`src/rtl/axi_read_arbiter.sv`:
```
`default_nettype none
// ============================================================================
// Module   : axi_read_arbiter
// Brief    : Round-robin arbiter sharing one AXI read port (AR + R) between
//            the instruction cache (port 0) and the data cache (port 1).
//            One burst in flight at a time; the grant is held from AR issue
//            through the final R beat.
// Revision : 1.0 - initial release
// ============================================================================
module axi_read_arbiter #(
    parameter int ADDR_W = 64,
    parameter int DATA_W = 64
) (
    input  logic              clk,
    input  logic              reset,
    // requester 0 (instruction cache)
    input  logic              s0_arvalid,
    input  logic [ADDR_W-1:0] s0_araddr,
    input  logic [7:0]        s0_arlen,
    input  logic [2:0]        s0_arsize,
    input  logic [1:0]        s0_arburst,
    output logic              s0_arready,
    output logic              s0_rvalid,
    output logic              s0_rlast,
    output logic [DATA_W-1:0] s0_rdata,
    input  logic              s0_rready,
    // requester 1 (data cache)
    input  logic              s1_arvalid,
    input  logic [ADDR_W-1:0] s1_araddr,
    input  logic [7:0]        s1_arlen,
    input  logic [2:0]        s1_arsize,
    input  logic [1:0]        s1_arburst,
    output logic              s1_arready,
    output logic              s1_rvalid,
    output logic              s1_rlast,
    output logic [DATA_W-1:0] s1_rdata,
    input  logic              s1_rready,
    // shared master read port
    output logic              m_axi_arvalid,
    output logic [ADDR_W-1:0] m_axi_araddr,
    output logic [7:0]        m_axi_arlen,
    output logic [2:0]        m_axi_arsize,
    output logic [1:0]        m_axi_arburst,
    input  logic              m_axi_arready,
    input  logic              m_axi_rvalid,
    input  logic              m_axi_rlast,
    input  logic [DATA_W-1:0] m_axi_rdata,
    output logic              m_axi_rready,
    // status
    output logic              grant,
    output logic              busy
);

    typedef enum logic [1:0] {
        IDLE = 2'd0,
        ADDR = 2'd1,
        DATA = 2'd2
    } state_t;

    state_t r_state;
    state_t w_state_nxt;
    logic   r_grant;
    logic   w_grant_nxt;
    logic   r_last_grant;
    logic   w_last_grant_nxt;

    logic   w_sel_arvalid;
    logic   w_sel_rready;

    // Request/ready of whichever port currently owns the bus
    assign w_sel_arvalid = r_grant ? s1_arvalid : s0_arvalid;
    assign w_sel_rready  = r_grant ? s1_rready  : s0_rready;

    // Address payload follows the grant; it only matters while arvalid is high
    assign m_axi_araddr  = r_grant ? s1_araddr  : s0_araddr;
    assign m_axi_arlen   = r_grant ? s1_arlen   : s0_arlen;
    assign m_axi_arsize  = r_grant ? s1_arsize  : s0_arsize;
    assign m_axi_arburst = r_grant ? s1_arburst : s0_arburst;

    // Read data is broadcast; the per-port rvalid qualifies it
    assign s0_rdata = m_axi_rdata;
    assign s1_rdata = m_axi_rdata;

    assign grant = r_grant;
    assign busy  = !reset && (r_state != IDLE);

    // State, grant and round-robin history registers
    always_ff @(posedge clk) begin
        if (reset) begin
            r_state      <= IDLE;
            r_grant      <= 1'b0;
            r_last_grant <= 1'b1;
        end else begin
            r_state      <= w_state_nxt;
            r_grant      <= w_grant_nxt;
            r_last_grant <= w_last_grant_nxt;
        end
    end

    // Next-state, arbitration decision and handshake routing
    always_comb begin
        w_state_nxt      = r_state;
        w_grant_nxt      = r_grant;
        w_last_grant_nxt = r_last_grant;
        m_axi_arvalid    = 1'b0;
        m_axi_rready     = 1'b0;
        s0_arready       = 1'b0;
        s1_arready       = 1'b0;
        s0_rvalid        = 1'b0;
        s1_rvalid        = 1'b0;
        s0_rlast         = 1'b0;
        s1_rlast         = 1'b0;

        case (r_state)
            IDLE: begin
                // Decision is registered here; the bus is driven next cycle
                if (s0_arvalid || s1_arvalid) begin
                    if (s0_arvalid && s1_arvalid) begin
                        w_grant_nxt = ~r_last_grant;
                    end else begin
                        w_grant_nxt = s1_arvalid;
                    end
                    w_state_nxt = ADDR;
                end
            end
            ADDR: begin
                m_axi_arvalid = w_sel_arvalid;
                s0_arready    = !r_grant && m_axi_arready;
                s1_arready    =  r_grant && m_axi_arready;
                if (!w_sel_arvalid) begin
                    // Requester withdrew before the handshake: nothing issued
                    w_state_nxt = IDLE;
                end else if (m_axi_arready) begin
                    w_state_nxt = DATA;
                end
            end
            DATA: begin
                m_axi_rready = w_sel_rready;
                s0_rvalid    = !r_grant && m_axi_rvalid;
                s1_rvalid    =  r_grant && m_axi_rvalid;
                s0_rlast     = !r_grant && m_axi_rlast;
                s1_rlast     =  r_grant && m_axi_rlast;
                if (m_axi_rvalid && w_sel_rready && m_axi_rlast) begin
                    w_last_grant_nxt = r_grant;
                    w_state_nxt      = IDLE;
                end
            end
            default: begin
                w_state_nxt = IDLE;
            end
        endcase

        // Handshake outputs are held low for as long as reset is asserted
        if (reset) begin
            m_axi_arvalid = 1'b0;
            m_axi_rready  = 1'b0;
            s0_arready    = 1'b0;
            s1_arready    = 1'b0;
            s0_rvalid     = 1'b0;
            s1_rvalid     = 1'b0;
            s0_rlast      = 1'b0;
            s1_rlast      = 1'b0;
        end
    end

endmodule
`default_nettype wire

```
`config.mk`:
```
export PLATFORM = sky130hd
export DESIGN_NAME = axi_read_arbiter
export DESIGN_NICKNAME = d
export VERILOG_FILES = /design/src/rtl/axi_read_arbiter.sv
export SDC_FILE = /design/constraint.sdc
export NUM_CORES = 1
export LEC_CHECK = 0
export CAP_MARGIN = 25
export CORE_AREA = 2 2 172 174
export CTS_CLUSTER_DIAMETER = 200
export DETAILED_ROUTE_END_ITERATION = 10
export DIE_AREA = 0 0 174 176
export HOLD_SLACK_MARGIN = 0.12
export SLEW_MARGIN = 10
export SYNTH_ARGS = -nofsm -noshare
export SYNTH_HDL_FRONTEND = slang
export SYNTH_SLANG_ARGS = --single-unit
```
`constraint.sdc`:
```
create_clock -name clk -period 1.7 [get_ports clk]
set_input_delay 0.34 -clock clk [delete_from_list [all_inputs] [get_ports clk]]
set_output_delay 0.34 -clock clk [all_outputs]
set_load 0.03 [all_outputs]
```
---- After elaboration in Yosys (flattened, before gate mapping) ----
Index checks and enable logic that the tools add are counted.
cells by class
  reductions and logical operators ........ 18
  equality and inequality tests ........... 5
  bitwise logic cells ..................... 1
  muxes and demuxes ....................... 28
operators by type and width
  operator                                       number
  two-way mux 64 bit                             1
  two-way mux 1 bit                              19
  logical AND 1 bit                              10
  two-way mux 2 bit                              5
  two-way mux 8 bit                              1
  case mux 2 bit (3 select lines)                1
  inequality test 2 bit, second input constant   2
  AND reduction 2 bit                            2
  two-way mux 3 bit                              1
  inequality test 3 bit, second input constant   1
  AND reduction 3 bit                            1
  == test 2 x 1 -> 1 bit, second input constant  1
  == test 2 bit, second input constant           1
  zero test 1 bit                                2
  zero test 2 bit                                1
  nonzero test 2 bit                             1
  logical OR 1 bit                               1
  NOT 1 bit                                      1
word-level totals
  register bits after elaboration ......... 4

---- Depth between registers and ports, before layout ----
Gate-level depths: netlist of run 1.
  word-level depth ........................ 5
  depth in mapped cells ................... 5

---- Worst setup path after synthesis of run 1 ----
No wires, ideal clock.
  path kind ............................... reg2out
  start point ............................. reg r_grant, in the netlist grant
  end point ............................... out s1_arready
  path slack .............................. -0.646 ns
  cell stages (with the launch flop) ...... 5
  buffers on the path ..................... 3
  data required time ...................... 1.360 ns
  data arrival time ....................... 2.006 ns
  cells stage by stage .................... dfxtp_1 -> buf_2 -> buf_6 -> buf_6 -> nor4b_1
on the way
  cells in the longest elaborated chain, start to end .. 3
ends and longest elaborated chain
  item                    line  text
  from (decl)             62    logic r_grant;
  from (signal assigned)  95    r_grant <= w_grant_nxt;
  logical AND 1 bit       129   s1_arready = r_grant && m_axi_arready;
  two-way mux 1 bit       114   case (r_state)
  two-way mux 1 bit       154   if (reset) begin
  to (decl)               33    output logic s1_arready,
Every way passes these cells.

---- Worst setup path after layout of run 1 ----
  start point ............................. reg r_grant, in the netlist grant
  end point ............................... out m_axi_araddr[58]
on the way
  cells in the longest elaborated chain, start to end .. 1
ends and longest elaborated chain
  item                line  text
  two-way mux 64 bit  75    assign m_axi_araddr = r_grant ? s1_araddr : s0_araddr;
  to (decl)           40    output logic [ADDR_W-1:0] m_axi_araddr,
Every way passes these cells.

==> metrics.txt, run 1 <==
run status=complete, but fails checks; failing checks=negative setup slack; 1st-pass router iterations=4; Setup WS pre-CTS=-304 ps; Startpoint Class=flop; min cycle time layout=1800 ps; Final Wtd Congestion=0.665; Leak Pwr=2.13 nW; area share of fa/ha/maj cells after synthesis=0%; RSZ-0062 raised after global routing=true; synthesized flop and latch total=4; Worst-Margin Slew=283 ps; WL final=11400 um; leading area contributor after synthesis=buf_4; CTS tree=yes; Worst VDD drop=0.420 mV; # DRC=0; WP data arrival=1460 ps; cell area after synthesis=2190 sq um; CP max stage delay=350 ps; HPWL after DPL=8800 um; xor and xnor area share after synthesis=0%; routed via count=2324; Clock Sinks=4; critical path required time=1360 ps; post-synthesis compound-gate area fraction=2.51%; Synth cell types=25; GRT Util Overall=6.84%; Rows=62; post-synthesis instance total=250; post-synthesis mux area share=40.4%; via-per-instance ratio=2.96; fin util=18.5%; top fanout value on the critical path=8; initial antenna violation count=3; largest family of logic cells by synthesized area=buffers and inverters; area delta synth->final=140%; final worst slack=-103 ps; Clock Skew=2.66 ps; Syn. warnings=0; CP top delay family=buffers and inverters; Area contributors post-synth=buf_4, mux2_2, dfxtp_1; Final #Nets=629; HP Class=reg2reg; layout cells sized above 1=54.6%; Fmax=0.555 GHz; vias in the first global route=2552; post-synthesis async set-or-reset flop share=0%; sum of negative setup slack=-3650 ps; most used cell, CP=buf_12; DR WL/cell=14.5 um; first-pass GRT wire length=16000 um; clock buffer depth=2; top-area cell type share of the netlist area=43.8%; most frequent cell after synthesis=buf_4; fillers=3174; syn nets=477; Num CTS Buffers=3; Worst-path clk slew=30 ps; Syn Area/Cell=8.77 sq um; final setup vio count=55; Power Total=2.24 mW; worst path cell trace=buf_12 -> buf_12 -> clkbuf_16 -> mux2_4 -> buf_6; Clock Tree Root=clkbuf_16; n_diodes=0; die width=174 um; Vert. Die Dim=176 um; Post-Synth Simple-Gate Area=5.82%; die area=30600 sq um; ys flop type=dfxtp_1; Clk Latency, worst-skew pair=220 ps; CTS Hold Bufs=0; I/O pins=442; CP endpoint kind=output pin; I/O Buffers=249; Routed Antenna Nets=0; Crit Path Class=reg2out; Post-synth EDFFs=0; Final Hold Viols=0; synth cell count leaders=buf_4, mux2_2, buf_2; DRT iter0 DRCs=20; Buf/Inv on CP=4; CORE AREA=28500 sq um; maxcap violations=0; fin crit share=106%; largest net degree at the start of global routing=14; deepest level of the CTS H-tree=1; starting density of the core=7.68%; post-synthesis sequential area ratio=3.65%; slowest CP cell=dfxtp_4; grt total ovfl=0; PD cells=425 nW/um^2; relative slew slack=81.0%; fin. max-slew vios=0
-- through the flow --
stage	std cells	area, sq um	hold WS (ps)
global placement	763	4370	504
floorplan	250	2220	402
global route	785	5270	589
finish	785	5270	511
detailed placement	763	4370	507
CTS	787	5180	516
-- repair_timing --
item                                    CTS  global route
buffers inserted                         17             1
gates resized for setup                 194            44
cloned                                    3             1
endpoints found under the setup margin   81            82
pin swaps                                 4             4
-- cell families after synthesis --
| kind of cell | Yosys count |
|---|---|
| multiplexers | 79 |
| buffers and inverters | 140 |
| AND/OR/NAND/NOR | 19 |
| AO/OA/AOI/OAI | 8 |
| flip-flops | 4 |
-- worst paths after layout --
kind	startpoint	endpoint	slack [ps]	cells after the start
max	grant	m_axi_araddr[58]	-100	5
min reg2reg	r_last_grant	r_last_grant	510	2
max reg2reg	grant	r_state[1]	140	8
min	r_last_grant	r_last_grant	510	2
-- per-layer routing --
layer / part of all wire, % / GRT usage (%) / routed length (um)
met1: 33 / 6.67 / 3760
met2: 47 / 11.7 / 5390
met3: 16 / 4.61 / 1880
met4: 2.7 / 2.10 / 306
met5: 0.37 / 0 / 42
-- layout make-up --
class | count | area [sq um] | share of cell area [%]
sequential | 4 | 85.1 | 1.61
multi-input combinational | 106 | 1420 | 26.8
inverter | 2 | 7.51 | 0.142
timing repair buffer | 285 | 3200 | 60.8
clock buffer | 4 | 78.8 | 1.50
tap | 384 | 480 | 9.11
-- worst reg2reg max path: stages (launching register included) --
cell       delay [ps]
dfxtp_4           370
buf_12            130
buf_12            140
mux2i_2           240
nor3_2             70
buf_4             150
buf_4             130
buf_4             130
o2bb2ai_1         110
-- flip-flops by register name (all words and copies together), names as in the netlist --
register      count
grant             1
r_last_grant      1
r_state           2
-- report_power, final --
part | internal [mW] | switching, mW
Combinational | 1.05 | 0.707
Sequential | 0.101 | 0.00926
Clock | 0.310 | 0.0683
Total | 1.46 | 0.785
-- cell usage in the layout, fill, tap and decap left out, types with 2 or more instances in the layout --
cell               n
buf_6             72
buf_4             19
nor3b_4            2
buf_16             2
dfxtp_1            2
and3_4             2
mux2i_2            2
o21ai_0            2
mux2_4            72
nor2_1             3
mux2_2             4
clkdlybuf4s50_1  160
buf_12            25
nand2_1            3
clkbuf_16          4
o2bb2ai_1          2
a21oi_1            2
buf_8              3
Power figures use the tool's default switching activity.
==> run 2, diff against run 1 <==
ABC_AREA = 0   (was not set)
REMOVE_ABC_BUFFERS = 1   (was not set)
==> run 2 against run 1 <==
  * Worst setup slack improved by 17 ps
  * Cell area fell by 2.3%
  * Largest power group unchanged
  * The flow still finishes with violations (negative setup slack)
  * Die area did not move
  * Combinational power fell by 3%
  * Clock skew fell by 0.52 ps
  * Total power fell by 2.1%
  * Critical endpoint is now m_axi_araddr[44]
  * Cell count did not move
==> metrics.txt, run 2 (same netlist as run 1, synthesis figures left out) <==
failing checks=negative setup slack; Num CTS Buffers=3 (unchanged); GRT Util Overall=16.2% (+9.4 points); Crit Path Class=reg2out; PD cells=426 nW/um^2 (+0.12%); fin. max-slew vios=0 (unchanged); routed via count=2638 (+14%); Routed Antenna Nets=0 (unchanged); CTS Hold Bufs=0 (unchanged); grt total ovfl=0 (unchanged); Rows=62 (unchanged); Leak Pwr=2.03 nW (-4.6%); commonest non-fill, non-tap cell in the layout=clkdlybuf4s50_1; largest net degree at the start of global routing=18 (+4); CTS tree=yes; final worst slack=-85.9 ps (+17.4 ps); Vert. Die Dim=176 um (unchanged); Startpoint Class=flop; fin crit share=105% (-1.0 points); Clock Sinks=4 (unchanged); relative slew slack=79.1% (-1.9 points); I/O pins=442 (unchanged); vias in the first global route=2813 (+10%); Worst-Margin Slew=314 ps (+31.0 ps); clock buffer depth=2 (unchanged); first-pass GRT wire length=31900 um (+100%); WP data arrival=1450 ps (about the same); fillers=3199 (+0.79%); slowest CP cell=dfxtp_4; initial antenna violation count=11 (+8); Clock Skew=2.14 ps (-0.516 ps); placed insts=763 (unchanged); Non-Filler Instances=785 (unchanged); Critical path origin=grant; # DRC=0 (unchanged); most used cell, CP=buf_12; Worst VDD drop=0.194 mV (-54%); die width=174 um (unchanged); Final Wtd Congestion=0.903 (+36%); CP max stage delay=390 ps (+40 ps); HP Start=reset; HP Class=in2reg; Fmax=0.560 GHz (+0.97%); via-per-instance ratio=3.36 (+14%); Clock Tree Root=clkbuf_16; critical path required time=1360 ps (about the same); min cycle time layout=1790 ps (-17.4 ps); most flop-heavy register=r_state; max reg flops=2 (unchanged); area delta synth->final=135%; worst path cell trace=buf_12 -> buf_12 -> buf_12 -> mux2_2 -> buf_6; Hold Slack=418 ps (-92.7 ps); run status=complete, but fails checks; Clk Latency, worst-skew pair=220 ps (about the same); 1st-pass router iterations=6 (+2); starting density of the core=7.68% (unchanged); final setup vio count=73 (+33%); deepest level of the CTS H-tree=1 (unchanged); DRT iter0 DRCs=82 (+310%); die area=30600 sq um (unchanged); top fanout value on the critical path=7 (-1); CP endpoint kind=output pin; I/O Buffers=249 (unchanged); DR WL/cell=33.4 um (+130%); most frequent cells in the layout=clkdlybuf4s50_1, buf_6, mux2_4; maxcap violations=0 (unchanged); WL final=26200 um (+130%); RSZ-0062 raised after global routing=true; layout cells sized above 1=54.8% (+0.16 points); Final Hold Viols=0 (unchanged); Worst-path clk slew=30 ps (about the same); R2R Path Start=grant; Final #Nets=626 (-0.48%); HPWL after DPL=23000 um (+160%); CORE AREA=28500 sq um (unchanged)
[run 2: cell count changes in the layout (fill, tap and decap cells not counted), sizes merged]
cell           delta
buf               -5
clkbuf            +3
clkdlybuf4s15     -1
diode             +3
dlygate4sd2       -1
dlymetal6s2s      +1
[run 2: critical path, delay by kind of cell (launching register included)]
kind     cells  cell delay [ps]
flops        1              390
buf+inv      4              480
mux          1              340
[run 2: where the power goes]
group	total, mW	leakage (nW)	internal (mW)	switching (mW)
clock network	0.380	0.0382	0.310	0.0696
logic	1.70	1.96	0.994	0.708
registers	0.111	0.0342	0.101	0.0105
[run 2: path summary, 6_finish.rpt]
path	endpoint	depth (start not counted)	slack, ps
worst max-delay path	m_axi_araddr[44]	5	-90
worst min-delay path	grant	3	420
worst max register to register	r_state[1]	7	270
worst min register to register	r_last_grant	2	570
[run 2: layout make-up]
class	count	area, sq um	area share, %
repair buffers	282	3140	60.9
inverters	2	7.51	0.146
flip-flops and latches	4	86.3	1.68
multi-input cells	106	1360	26.3
clock buffers	4	78.8	1.53
well taps	384	480	9.32
diodes	3	7.51	0.146
[run 2: metrics by stage]
| step | area [sq um] | power, mW | worst slack (ps) | setup TNS, ps | utilization, % |
|---|---|---|---|---|---|
| global route | 5140 | 2.28 | -132 | -6560 | 18.0 |
| global placement | 4220 | 1.46 | -365 | -2860 | 14.8 |
| floorplan | 1160 | 0.724 | -2130 | -141990 | - |
| detailed placement | 4220 | 1.47 | -370 | -2840 | 14.8 |
| finish | 5150 | 2.19 | -85.9 | -3270 | 18.0 |
| CTS | 4950 | 2.14 | -104 | -5070 | 17.3 |
[run 2: repair_timing]
action,4_1_cts,5_1_grt
gates cloned,3,3
resized for setup,134,25
hold endpoints to repair,0,0
pin swaps,5,3
buffers inserted,8,1
setup endpoints to repair,85,85
[run 2: layer usage]
layer | track usage, % | part of all wire (%) | wire [um] | vias up
met2 | 27.3 | 47 | 12300 | 444
met5 | 9.13 | 1.8 | 475 | -
met4 | 1.68 | 0.79 | 206 | 20
li1 | - | - | - | 1020
met1 | 10.4 | 22 | 5850 | 1125
met3 | 21.4 | 28 | 7390 | 29
